File: src/rtl/jk_pkg.sv
// jk_pkg: shared op/state encodings and the JK next-state function
package jk_pkg;
  localparam logic [2:0] OP_NOP   = 3'd0;
  localparam logic [2:0] OP_SET   = 3'd1;
  localparam logic [2:0] OP_CLR   = 3'd2;
  localparam logic [2:0] OP_TOG   = 3'd3;
  localparam logic [2:0] OP_LOAD  = 3'd4;
  localparam logic [2:0] OP_COUNT = 3'd5;

  typedef enum logic [1:0] {S_IDLE, S_APPLY, S_COUNT, S_DONE} state_e;

  function automatic logic jk_next(input logic q, input logic j, input logic k);
    return (j & k) ? ~q : j ? 1'b1 : k ? 1'b0 : q;
  endfunction

  function automatic logic is_apply(input logic [2:0] op);
    return op != OP_NOP && op < OP_COUNT;
  endfunction
endpackage

File: src/rtl/jk_bit.sv
// jk_bit: single JK storage cell with async active-low clear
module jk_bit import jk_pkg::*; (
  input  logic clk,
  input  logic rst,
  input  logic j,
  input  logic k,
  output logic q
);
  // hold / reset / set / toggle on each rising edge
  always_ff @(posedge clk or negedge rst)
    if (!rst) q <= 1'b0;
    else q <= jk_next(q, j, k);
endmodule

File: src/rtl/jk_bank_ctrl.sv
// jk_bank_ctrl: command sequencer driving J/K of a bank of JK cells
module jk_bank_ctrl import jk_pkg::*; #(
  parameter int WIDTH = 4,
  parameter int CNTW  = 4
) (
  input  logic             clk,
  input  logic             rst,
  input  logic             cmd_valid,
  output logic             cmd_ready,
  input  logic [2:0]       cmd_op,
  input  logic [WIDTH-1:0] cmd_data,
  input  logic [CNTW-1:0]  cmd_count,
  output logic [WIDTH-1:0] q,
  output logic [WIDTH-1:0] nq,
  output logic             busy,
  output logic             done
);
  state_e state, state_nx;
  logic [2:0] op_r;
  logic [WIDTH-1:0] data_r, j, k, carry;
  logic [CNTW-1:0] cnt_r;
  logic accept;

  assign cmd_ready = state == S_IDLE;
  assign accept = cmd_valid & cmd_ready;
  assign busy = state == S_APPLY || state == S_COUNT;
  assign done = state == S_DONE;
  assign nq = ~q;

  // state register, command latch and remaining-step counter
  always_ff @(posedge clk or negedge rst)
    if (!rst) begin
      state <= S_IDLE;
      op_r <= '0;
      data_r <= '0;
      cnt_r <= '0;
    end else begin
      state <= state_nx;
      if (accept) begin
        op_r <= cmd_op;
        data_r <= cmd_data;
        cnt_r <= cmd_count;
      end else if (state == S_COUNT) cnt_r <= cnt_r - CNTW'(1);
    end

  // next state; leave COUNT on the edge that applies the last increment
  always_comb
    state_nx = state == S_IDLE ? (!accept ? S_IDLE :
                                  is_apply(cmd_op) ? S_APPLY :
                                  (cmd_op == OP_COUNT && cmd_count != '0) ? S_COUNT : S_DONE) :
               state == S_APPLY ? S_DONE :
               state == S_COUNT ? (cnt_r > CNTW'(1) ? S_COUNT : S_DONE) : S_IDLE;

  // toggle-enable chain for binary up-count: bit i toggles when all lower bits are 1
  always_comb begin
    carry = '0;
    carry[0] = 1'b1;
    for (int b = 1; b < WIDTH; b++) carry[b] = carry[b-1] & q[b-1];
  end

  // J/K decode; every state other than APPLY/COUNT holds
  always_comb begin
    j = state == S_COUNT ? carry :
        (state == S_APPLY && (op_r == OP_SET || op_r == OP_TOG || op_r == OP_LOAD)) ? data_r : '0;
    k = state == S_COUNT ? carry :
        state != S_APPLY ? '0 :
        (op_r == OP_CLR || op_r == OP_TOG) ? data_r :
        op_r == OP_LOAD ? ~data_r : '0;
  end

  for (genvar i = 0; i < WIDTH; i++) begin : g_bit
    jk_bit u_bit (.clk(clk), .rst(rst), .j(j[i]), .k(k[i]), .q(q[i]));
  end
endmodule

File: config.mk
export PLATFORM = sky130hd
export DESIGN_NAME = jk_bank_ctrl
export DESIGN_NICKNAME = d
export VERILOG_FILES = /design/src/rtl/jk_pkg.sv /design/src/rtl/jk_bit.sv /design/src/rtl/jk_bank_ctrl.sv
export SDC_FILE = /design/constraint.sdc
export NUM_CORES = 1
export LEC_CHECK = 0
export BUFFER_PORTS_ARGS = -buffer_cell sky130_fd_sc_hd__buf_2
export CORE_ASPECT_RATIO = 2
export CORE_MARGIN = 2
export CORE_UTILIZATION = 25
export DETAILED_ROUTE_END_ITERATION = 12
export PLACE_DENSITY_LB_ADDON = 0.3
export RECOVER_POWER = 100
export SLEW_MARGIN = 20
export SYNTH_ARGS = -nofsm -noshare
export SYNTH_HDL_FRONTEND = slang
export SYNTH_HIERARCHICAL = 1
export SYNTH_SLANG_ARGS = --single-unit
File: constraint.sdc
create_clock -name clk -period 1.4 [get_ports clk]
set_input_delay 0 -clock clk [delete_from_list [all_inputs] [get_ports clk]]
set_output_delay 0 -clock clk [all_outputs]
set_load 0.005 [all_outputs]
# After elaboration in Yosys (flattened, before gate mapping)
# Index checks and enable logic that the tools add are counted.
# word_totals
reg_bits	17
in_bits	14
out_inout_bits	11
word_cells	75
# classes
add_sub_neg	1
order_cmp	2
n_eq_ne	9
n_mux	27
n_bitwise	13
n_reduce_logical	15
# ops
op	count
two-way mux 4 bit	8
nonzero test 3 bit	5
two-way mux 1 bit	14
two-way mux 2 bit	5
inverter 4 bit	2
AND 1 bit	7
== test 3 x 2 -> 1 bit, second input constant	2
== test 3 bit, second input constant	2
== test 2 bit, second input constant	2
greater-than comparator 4 x 1 -> 1 bit, second input constant	1
logical OR 1 bit	4
inverter 1 bit	4
nonzero test 4 bit	1
subtractor 4 x 1 -> 4 bit, second input constant	1
== test 3 x 1 -> 1 bit, second input constant	1
logical AND 1 bit	3
less-than comparator 3 bit, second input constant	1
== test 2 x 1 -> 1 bit, second input constant	1
zero test 2 bit	1
inequality test 2 x 1 -> 1 bit, second input constant	1
nonzero test 2 bit	1

# Longest topological paths before layout
# Gate-level depths: netlist of the first run.
# logic_depth
depth_word	8
ltp_mapped	8
ltp_nobuf	7

# Hierarchy
# Netlist of the first run, hierarchy kept.
# by_module_without_submodules
module	n_inst	cells_each	area_each_um2	seq_area_each_um2
jk_bank_ctrl	1	84	864.6	325.3
jk_bit	4	3	33.8	25.0

# Least setup slack after synthesis of the first run
# Ideal clock, no wire load.
# synth_path
kind	register to register
from	register state[0]
to	register cnt_r[1]
setup_time_ns	0.125
t_arrival_ns	1.261
required_time_ns	1.275
slack_ns	0.014
stages_incl_launch_ff	6
n_path_buf	1
synth_period_minus_slack_ns	1.386
cell_sequence	dfrtp_1 inv_1 ha_1 nand2_2 buf_6 mux2_4
# synth_between
elab_chain_len	3
word_cells_on_any_way	5
classes_between	1 x eq/ne; 1 x mux; 1 x bitwise; 2 x reduce/logical
# synth_rtl
element	line_no	rtl
start, declared	jk_bank_ctrl.sv:18	state_e state, state_nx;
start signal, assigned	jk_bank_ctrl.sv:38	state <= state_nx;
zero test 2 bit *	jk_bank_ctrl.sv:24	assign cmd_ready = state == S_IDLE;
net cmd_ready	jk_bank_ctrl.sv:9	output logic cmd_ready,
AND 1 bit *	jk_bank_ctrl.sv:25	assign accept = cmd_valid & cmd_ready;
two-way mux 4 bit / nonzero test 2 bit (equally long branches)	n/a	
end signal, assigned	jk_bank_ctrl.sv:42	cnt_r <= cmd_count;
end signal, assigned	jk_bank_ctrl.sv:43	end else if (state == S_COUNT) cnt_r <= cnt_r - CNTW'(1);
end, declared	jk_bank_ctrl.sv:21	logic [CNTW-1:0] cnt_r;
# The timed path passes the listed nets; every way through them passes the cells marked *.
# A chain may end at the register's enable or synchronous reset.

# Worst setup path in the final report of the first run
# layout_path
from	register state[0]
to	register cnt_r[2]
# layout_between
elab_chain_len	3
word_cells_on_any_way	5
classes_between	1 x eq/ne; 1 x mux; 1 x bitwise; 2 x reduce/logical
# layout_rtl
element	line_no
zero test 2 bit	jk_bank_ctrl.sv:24
AND 1 bit	jk_bank_ctrl.sv:25
two-way mux 4 bit / nonzero test 2 bit (equally long branches)	n/a
# Parallel ways exist; a longest one is shown, timed or not.

==> key figures, run 1 <==
STA
  • Final WS setup: 0.06989 ns
  • Setup TNS: 0 ns
  • Period minus WS final: 1.330 ns
  • RSZ-0062 raised after global routing: yes
  • Clk_skew: 0.001205 ns
  • Worst Max-Slew Pin Slew: 0.9641 ns
  • Hold slack: 0.006005 ns
  • Max Clock Freq: 751.8 MHz
  • Slew HR: 35.73%
  • Fin crit share: 95.01%
  • Fin. max-slew vios: 0
  • Final Hold Viols: 0
  • Final setup fails: 0

Routing
  • Vias: 821
  • Post-DR vias/cell: 4.414
  • Initial DRC Count: 9
  • DRC: 0
  • Drt pass-1 iters: 4
  • Wirelength, routed: 2202 um
  • Detail Route Antenna Nets: 0
  • Avg WL per Cell: 11.84 um

Critical path
  • CP required: 1.58 ns
  • Worst EP arrival: 1.51 ns
  • Max stage delay on crit path: 0.38 ns
  • CP Launch Point: state[0]$_DFF_PN0_
  • Crit end category: flop
  • Crit path max fanout: 11
  • Critical path class: flop to flop
  • Reg-to-reg endpoint: cnt_r[2]$_DFFE_PN0P_
  • R2r setup slk: 0.07 ns
  • Worst Setup Start Kind: flop
  • RR Startpoint: state[0]$_DFF_PN0_
  • Worst R2R Path Depth: 6
  • Slowest cell on the critical path: dfrtp_1
  • CP cell instances: inv_1 -> ha_2 -> buf_4 -> nand2_1 -> xor2_1 -> a21oi_1

GRT
  • Global-route wire length before repair: 3795 um
  • Initial antenna violation count: 0
  • Largest net degree at the start of global routing: 18
  • Global-route usage over all layers: 10.66%
  • Vias in the first global route: 858
  • GRT Residual Overflow: 0

Finish
  • Fin nets: 156
  • Fillcell total: 442
  • Antenna cells: 0
  • Multi-input logic area: 528.0 um2
  • Commonest non-fill, non-tap cell in the layout: buf_2
  • Final instance area: 0.001335 mm2
  • Layout area overhead: 33.54%
  • Sequential cell area: 425.4 um2
  • Final Non-Filler Cells: 186
  • Share of cells above drive strength 1: 39.26%
  • Most frequent cells in the layout: 21 x buf_2, 17 x dfrtp_1, 11 x inv_1

Pwr
  • Pint: 1.726 mW
  • Power share of the sequential group: 36.2%
  • Combinational Power Share: 50.7%
  • Worst vdd ir: 1094 uV
  • Switching Share: 39.22%
  • PD cells: 2127 mW/mm2
  • Net switching power: 1.114 mW
  • Leakage Power: 0.6359 nW
  • Clock share of power: 13.1%

Placement
  • Post-placement cell count: 177
  • Port Buffers: 24
  • Hpwl dp: 1780 um
  • GP Congestion: 0.7680
  • Dpl ws: -0.03941 ns
  • Cell Area, Placed: 0.001225 mm2

Synthesis
  • Post-synth top area share: 42.55%
  • Sequential element share of the synthesized area: 42.55%
  • Synth area leader: dfrtp_1
  • Cell Area, Synth: 999.7 um2
  • Synth area leaders: dfrtp_1 43%, ha_1 7.5%, mux2_2 6.8%, inv_1 4.5%, nor2_1 4.1%
  • Synth warn: 6
  • Synth unique cells: 29
  • Mean Syn Cell Area: 10.41 um2
  • Register bit total from synthesis: 17
  • Syn_nets: 116
  • Gate Count Post-Synth: 96

Clock tree
  • H-Tree Depth: 1
  • Num CTS Buffers: 3
  • CTS tree: built
  • Worst-Skew Late Latency: 0.25 ns
  • Clk pin slew, worst setup/hold paths: 0.07 ns
  • Clk buf depth: 2
  • Clk sinks: 17
  • Root Driver: clkbuf_8
  • Buffer count from post-CTS setup fixing: 0

Hold path
  • Worst hold start: cmd_count[1]
  • Hold EP: cnt_r[1]$_DFFE_PN0P_
  • Hold depth: 2
  • Min-delay worst type: input port to flop

Die
  • Die height: 93.43 um
  • Die ar.: 0.004551 mm2
  • Starting density of the core: 26.01%
  • # IOs: 25
  • Rows: 32
  • Die width: 48.72 um
  • Core area: 0.003844 mm2

Status
  • Status: completed

Run
  • Max-cap viol count: 0
## routing by layer
metal | GRT usage, % | up-vias | routed length [um]
met3 | 0.9585 | 2 | 104
met2 | 20.78 | 28 | 1239
met5 | 0 | - | 0
met4 | 4.524 | 0 | 14
li1 | - | 407 | -
met1 | 11.29 | 384 | 843
## per-stage QoR
step           power (mW)  utilization, %
2_1_floorplan       1.925               -
3_3_place_gp        2.412           31.87
3_5_place_dp        2.456           31.87
4_1_cts             2.850           34.44
5_1_grt             3.086           34.73
6_report            2.839           34.73
## timing repair
item                       4_1_cts  5_1_grt
pin swaps                        0        0
hold buffers                     5        0
hold endpoints to repair        21        0
setup endpoints to repair        7       13
gates resized for setup          2        5
## cell type report
| type | instances | area share, % |
|---|---|---|
| Multi-Input combinational cell | 65 | 39.55 |
| Sequential cell | 17 | 31.87 |
| Timing Repair Buffer | 37 | 16.96 |
| Tap cell | 51 | 4.780 |
| Inverter | 12 | 3.374 |
| Clock buffer | 3 | 3.093 |
| Clock inverter | 1 | 0.3749 |
## synthesized netlist by cell type
library cell / number
dfrtp_1: 17
inv_1: 12
nor2_1: 11
a21oi_1: 8
ha_1: 6
mux2_2: 6
mux2i_1: 4
a31o_2: 3
nand2_1: 3
o21ai_0: 3
xnor2_1: 3
mux2_4: 2
o22ai_1: 2
a21o_2: 1
a32o_1: 1
buf_4: 1
buf_6: 1
nand2_2: 1
nand2b_1: 1
nand4_1: 1
nor2b_1: 1
nor3_1: 1
nor3b_2: 1
nor4_1: 1
nor4b_1: 1
nor4b_4: 1
o21bai_1: 1
o221ai_1: 1
xor2_1: 1
## logic make-up after synthesis
logic type / Yosys count / synth area share, %
AND/OR/NAND/NOR: 23 / 13.39
adder cells (fa/ha/maj): 6 / 7.509
flip-flops: 17 / 42.55
XOR/XNOR: 4 / 3.505
multiplexers: 12 / 13.77
AO/OA/AOI/OAI: 20 / 12.89
buffers and inverters: 14 / 6.383
## worst max path at each step
stage,cells past startpoint,to,slack [ns]
2_1_floorplan,5,cnt_r[1]$_DFFE_PN0P_,0.01
3_3_place_gp,6,g_bit[1].u_bit/q$_DFFE_PN0P_,0.005
3_5_place_dp,6,g_bit[1].u_bit/q$_DFFE_PN0P_,-0.04
4_1_cts,7,g_bit[1].u_bit/q$_DFFE_PN0P_,0.02
5_1_grt,6,cnt_r[2]$_DFFE_PN0P_,-0.02
6_report,6,cnt_r[2]$_DFFE_PN0P_,0.07
## worst max-delay path: cells and delay by family, from the launching register on
family | cells | cell delay (ns)
AO/OA/AOI/OAI | 1 | 0.15
XOR/XNOR | 1 | 0.15
adder cells (fa/ha/maj) | 1 | 0.29
buffers and inverters | 2 | 0.23
flip-flops | 1 | 0.38
AND/OR/NAND/NOR | 1 | 0.07
## power by group through the flow
stage               clock network, mW  registers, mW  logic, mW
floorplan                           0          0.976      0.949
global placement                    0           1.02       1.39
detailed placement                  0           1.04       1.42
CTS                             0.376           1.03       1.44
global route                    0.397           1.08       1.61
finish                          0.371           1.03       1.44
## flip-flops by register name (all words and copies together) (netlist names)
register,count
op_r,3
g_bit.u_bit/q,4
cnt_r,4
data_r,4
state,2
No activity file was read; power rests on OpenSTA's default activity.
==> inputs of run 2 (changes only) <==
--- a/config.mk
+++ b/config.mk
@@ -5,6 +5,7 @@
 export SDC_FILE = /design/constraint.sdc
 export NUM_CORES = 1
 export LEC_CHECK = 0
+export ABC_AREA = 1
 export BUFFER_PORTS_ARGS = -buffer_cell sky130_fd_sc_hd__buf_2
 export CORE_ASPECT_RATIO = 2
 export CORE_MARGIN = 2
@@ -12,6 +13,7 @@
 export DETAILED_ROUTE_END_ITERATION = 12
 export PLACE_DENSITY_LB_ADDON = 0.3
 export RECOVER_POWER = 100
+export SETUP_SLACK_MARGIN = 0.1
 export SLEW_MARGIN = 20
 export SYNTH_ARGS = -nofsm -noshare
 export SYNTH_HDL_FRONTEND = slang
==> run 2 against run 1 <==
Compared with the run above: combinational power increased by 8%; clock power increased by 2%; maximum frequency increased by 2.0%; cell count increased by 33%; via count increased by 29%; setup slack improved by 0.026 ns; register-to-register slack improved by 0.03 ns; hold slack improved by 0.0037 ns; total power increased by 2.5%.
==> key figures, run 2 <==
GRT
  • Vias in the first global route: 1033
  • Global-route wire length before repair: 4298 um
  • GRT Residual Overflow: 0
  • Global-route usage over all layers: 12.06%
  • Largest net degree at the start of global routing: 18
  • Initial antenna violation count: 0

Routing
  • Vias: 1055
  • Wirelength, routed: 2678 um
  • Drt pass-1 iters: 4
  • Avg WL per Cell: 10.80 um
  • Detail Route Antenna Nets: 0
  • Post-DR vias/cell: 4.254
  • DRC: 0
  • Initial DRC Count: 27

Synthesis
  • Syn_nets: 176
  • Compound-cell area share of the yosys netlist: 6.425%
  • Synth Area in XOR/XNOR: 0.8178%
  • Simple logic cell fraction of the synthesized area: 33.64%
  • Sequential element share of the synthesized area: 39.72%
  • Post-Synth Adder-Cell Area: 7.009%
  • Register bit total from synthesis: 17
  • Synth area leader: dfrtp_1
  • Synth cell count leaders: 58 x nand2_1, 28 x inv_1, 17 x dfrtp_1
  • Largest family of logic cells by synthesized area: simple AND/OR/NAND/NOR gates
  • Post-synthesis mux area share: 0%
  • Gate Count Post-Synth: 156
  • Synth warn: 6
  • Post-synth top area share: 39.72%
  • Async SR Flop Fraction: 100.0%
  • Mean Syn Cell Area: 6.866 um2
  • Cell with the most instances after synthesis: nand2_1
  • Cell Area, Synth: 0.001071 mm2
  • Synth unique cells: 19
  • Most used DFF post-synth: dfrtp_1
  • Synth area leaders: dfrtp_1 40%, nand2_1 20%, inv_1 9.8%, ha_1 7.0%, nand3_1 6.1%
  • Number of flops mapped to enable cells by yosys: 0

Finish
  • Most frequent cells in the layout: 57 x nand2_1, 26 x inv_1, 19 x buf_2
  • Top flop regs: cnt_r: 4 flops, data_r: 4 flops, g_bit.u_bit/q: 4 flops
  • Final instance area: 0.001460 mm2
  • Final Non-Filler Cells: 248
  • Commonest non-fill, non-tap cell in the layout: nand2_1
  • Layout area overhead: 36.33%
  • Antenna cells: 0
  • Fillcell total: 438
  • Fin nets: 217
  • Sequential cell area: 425.4 um2
  • Share of cells above drive strength 1: 24.49%
  • Multi-input logic area: 560.5 um2

Clock tree
  • CTS tree: built
  • Clk pin slew, worst setup/hold paths: 0.07 ns
  • H-Tree Depth: 1
  • Worst-Skew Late Latency: 0.26 ns
  • Num CTS Buffers: 3
  • Clk sinks: 17
  • Clk buf depth: 2
  • Root Driver: clkbuf_8

STA
  • Final Hold Viols: 0
  • Fin crit share: 93.14%
  • Fin. max-slew vios: 0
  • Worst Max-Slew Pin Slew: 1.015 ns
  • Max Clock Freq: 766.9 MHz
  • Final setup fails: 0
  • Clk_skew: 0.004756 ns
  • Slew HR: 32.35%
  • Hold slack: 0.009703 ns
  • Period minus WS final: 1.304 ns
  • RSZ-0062 raised after global routing: yes

Hold path
  • Min-delay worst type: input port to flop
  • Hold EP: cnt_r[2]$_DFFE_PN0P_
  • Worst hold start: cmd_count[2]
  • Hold depth: 3

Pwr
  • Leakage Power: 0.7797 nW
  • PD cells: 1993 mW/mm2
  • Worst vdd ir: 904.1 uV

Critical path
  • Worst EP arrival: 1.46 ns
  • Crit path max fanout: 6
  • CP required: 1.55 ns
  • RR Startpoint: state[1]$_DFF_PN0_
  • Crit end category: flop
  • R2r setup slk: 0.1 ns
  • Reg-to-reg endpoint: g_bit[3].u_bit/q$_DFFE_PN0P_
  • Worst Setup Start Kind: flop
  • Critical path class: flop to flop
  • Worst R2R Path Depth: 9

Status
  • Status: completed

Placement
  • Port Buffers: 24
  • Hpwl dp: 2052 um
  • GP Congestion: 0.8293
  • Post-placement cell count: 234
  • Cell Area, Placed: 0.001274 mm2

Die
  • # IOs: 25
  • Die height: 96.57 um
  • Core area: 0.004088 mm2
  • Starting density of the core: 26.20%
  • Rows: 33
  • Die width: 50.28 um
  • Die ar.: 0.004855 mm2

Run
  • Max-cap viol count: 0
[run 2: worst max-delay path by stage]
stage	startpoint	end	cells after the start	slack [ns]
final	state[1]$_DFF_PN0_	g_bit[3].u_bit/q$_DFFE_PN0P_	9	0.1
after global routing	state[1]$_DFF_PN0_	g_bit[3].u_bit/q$_DFFE_PN0P_	9	-0.03
after CTS	state[1]$_DFF_PN0_	g_bit[3].u_bit/q$_DFFE_PN0P_	9	0.06
after detailed placement	state[1]$_DFF_PN0_	g_bit[3].u_bit/q$_DFFE_PN0P_	9	0.009
after global placement	state[0]$_DFF_PN0_	g_bit[3].u_bit/q$_DFFE_PN0P_	9	0.03
after floorplan	state[0]$_DFF_PN0_	g_bit[3].u_bit/q$_DFFE_PN0P_	8	0.10
[run 2: area by class of cell]
class	instances	area share, %
Timing Repair Buffer	38	16.20
Multi-Input combinational cell	105	38.39
Sequential cell	17	29.13
Tap cell	52	4.456
Inverter	32	8.740
Clock buffer	4	3.085
[run 2: per-stage QoR]
| stage | TNS [ns] | utilization, % | power, mW | worst slack (ns) |
|---|---|---|---|---|
| global placement | 0 | 31.16 | 2.359 | 0.02740 |
| global route | -0.05535 | 35.72 | 3.235 | -0.02734 |
| CTS | 0 | 34.47 | 2.822 | 0.05768 |
| finish | 0 | 35.72 | 2.910 | 0.09608 |
| floorplan | 0 | - | 1.885 | 0.1010 |
| detailed placement | 0 | 31.16 | 2.373 | 0.008505 |
[run 2: cell families (layout without fill, tap and decap cells)]
group	Yosys count	after routing
AO/OA/AOI/OAI	12	12
buffers and inverters	34	74
adder cells (fa/ha/maj)	6	6
flip-flops	17	17
AND/OR/NAND/NOR	86	86
XOR/XNOR	1	1
[run 2: layer usage]
| layer | routed length (um) | global-route usage, % | up-vias |
|---|---|---|---|
| li1 | - | - | 547 |
| met1 | 996 | 10.97 | 478 |
| met2 | 1491 | 23.36 | 23 |
| met3 | 90 | 1.846 | 7 |
| met4 | 99 | 8.565 | 0 |
| met5 | 0 | 0 | - |
[run 2: where the power goes]
part	total, mW	switching (mW)	internal (mW)	leakage, nW
Combinational	1.55	0.873	0.677	0.547
Sequential	0.982	0.252	0.730	0.210
Clock	0.378	0.176	0.202	0.0228
Total	2.91	1.30	1.61	0.780
[run 2: worst max-delay path, cell delays in order, from the launching register on]
cell and delay (ns):
dfrtp_1 0.43, inv_2 0.10, ha_4 0.15, inv_4 0.05
nor2_4 0.15, nand2_1 0.07, o21ai_1 0.11, inv_1 0.05
nand2_1 0.05, nand2_1 0.05
[run 2: what timing repair did]
item,CTS,global route
endpoints found under the hold margin,23,0
hold buffers,7,0
gates resized for setup,4,11
buffers inserted,1,2
cloned,0,0
setup endpoints to repair,8,10
pin swaps,0,6
==> inputs of run 3 (changes only) <==
--- a/config.mk
+++ b/config.mk
@@ -5,7 +5,6 @@
 export SDC_FILE = /design/constraint.sdc
 export NUM_CORES = 1
 export LEC_CHECK = 0
-export ABC_AREA = 1
 export BUFFER_PORTS_ARGS = -buffer_cell sky130_fd_sc_hd__buf_2
 export CORE_ASPECT_RATIO = 2
 export CORE_MARGIN = 2
==> run 3 against run 2 <==
Compared with the run above: setup slack got worse by 0.040 ns; core utilization is 2.0 points higher; wire length down 11%; critical path type unchanged; largest power group unchanged.
==> key figures, run 3 (synthesis results as in run 1) <==
Finish
  • Layout area overhead: 45.18%
  • Antenna cells: 0
  • Share of cells above drive strength 1: 46.38%
  • Most frequent cells in the layout: 23 x buf_2, 16 x dfrtp_1, 10 x inv_1
  • Fin nets: 159
  • Final Non-Filler Cells: 189
  • Top flop regs: cnt_r: 4 flops, data_r: 4 flops, g_bit.u_bit/q: 4 flops
  • Commonest non-fill, non-tap cell in the layout: buf_2

Pwr
  • PD cells: 2179 mW/mm2
  • Leakage Power: 0.6906 nW
  • Worst vdd ir: 644.7 uV

Routing
  • Post-DR vias/cell: 4.497
  • Avg WL per Cell: 12.66 um
  • Vias: 850
  • Initial DRC Count: 10
  • Drt pass-1 iters: 2
  • DRC: 0
  • Wirelength, routed: 2393 um
  • Detail Route Antenna Nets: 0

GRT
  • Initial antenna violation count: 0
  • Vias in the first global route: 941
  • Global-route usage over all layers: 11.48%
  • GRT Residual Overflow: 0
  • Largest net degree at the start of global routing: 18
  • Global-route wire length before repair: 4008 um

Placement
  • GP Congestion: 0.8138
  • Dpl ws: 0.02887 ns
  • Port Buffers: 24
  • Hpwl dp: 1727 um
  • Post-placement cell count: 173

Die
  • # IOs: 25
  • Starting density of the core: 26.01%
  • Rows: 32
  • Die height: 93.43 um
  • Die width: 48.72 um
  • Die ar.: 0.004551 mm2
  • Core area: 0.003844 mm2

STA
  • Fin. max-slew vios: 0
  • Period minus WS final: 1.344 ns
  • Final Hold Viols: 0
  • RSZ-0062 raised after global routing: yes
  • Setup TNS: 0 ns
  • Worst Max-Slew Pin Slew: 0.9767 ns
  • Max Clock Freq: 743.9 MHz
  • Hold slack: 0.01543 ns
  • Final setup fails: 0
  • Clk_skew: 0.003066 ns
  • Final WS setup: 0.05574 ns
  • Slew HR: 34.89%
  • Fin crit share: 96.02%

Hold path
  • Min-delay worst type: input port to flop

Clock tree
  • H-Tree Depth: 1
  • Clk pin slew, worst setup/hold paths: 0.07 ns
  • Clk sinks: 17
  • Worst-Skew Late Latency: 0.25 ns
  • CTS tree: built
  • Num CTS Buffers: 3
  • Root Driver: clkbuf_8
  • Clk buf depth: 2

Critical path
  • Worst Setup Start Kind: flop
  • CP required: 1.53 ns
  • Worst EP arrival: 1.48 ns
  • Crit path max fanout: 7
  • Critical path class: flop to flop
  • Crit end category: flop

Run
  • Max-cap viol count: 0

Status
  • Status: completed
## run 3: cell count changes in the layout (fill, tap and decap cells not counted), moves of 6 or more
cell,delta
nand2_1,-56
inv_1,-16
nand3_1,-12
a21oi_1,+7
mux2_2,+6
## run 3: what timing repair did
action                     4_1_cts  5_1_grt
setup endpoints to repair       16       15
hold endpoints to repair        22        0
gates cloned                     0        0
buffers inserted                 2        4
gates resized for setup          5       21
hold buffers                     6        0
pin swaps                        0        8
## run 3: worst paths after layout
path / startpoint / to / slack (ns) / depth (start not counted)
max: state[1]$_DFF_PN0_ / cnt_r[1]$_DFFE_PN0P_ / 0.06 / 5
max in group asynchronous: rst / state[1]$_DFF_PN0_ / 0.31 / 2
max reg2reg: state[1]$_DFF_PN0_ / cnt_r[1]$_DFFE_PN0P_ / 0.06 / 5
min: cmd_op[0] / op_r[0]$_DFFE_PN0P_ / 0.02 / 2
min reg2reg: g_bit[3].u_bit/q$_DFFE_PN0P_ / g_bit[3].u_bit/q$_DFFE_PN0P_ / 0.49 / 1
min in group asynchronous: rst / data_r[3]$_DFFE_PN0P_ / 0.43 / 2
## run 3: per-layer routing
metal  routed length (um)  global-route usage, %  vias to the layer above
li1                     -                      -                      417
met1                  916                  11.35                      404
met2                 1310                  20.89                       21
met3                   70                  1.757                        8
met4                   97                  8.810                        0
met5                    0                      0                        -
## run 3: area by class of cell
class	instances	area, um2
repair buffers	40	255.2
well taps	51	63.81
flip-flops and latches	17	426.7
fillers	425	2392
clock buffers	4	45.04
multi-input cells	65	613.1
inverters	12	47.55
## run 3: worst max-delay path, stage by stage (launching register included)
cell     delay, ns
dfrtp_2       0.43
ha_4          0.21
buf_4         0.15
nor2_2        0.10
a21oi_1       0.05
mux2_1        0.29
## run 3: report_power, final
group          leakage [nW]  internal, mW  switching (mW)
Sequential            0.196         0.747           0.312
Combinational         0.472         0.946           0.783
Clock                0.0228         0.202           0.171
## run 3: through the flow
| step | util [%] | area [um2] | total power, mW |
|---|---|---|---|
| after detailed placement | 31.74 | 1220 | 2.450 |
| after CTS | 35.06 | 1348 | 2.922 |
| final | 37.76 | 1451 | 3.162 |
| after floorplan | - | 1028 | 2.007 |
| after global routing | 37.76 | 1451 | 3.411 |
| after global placement | 31.74 | 1220 | 2.404 |
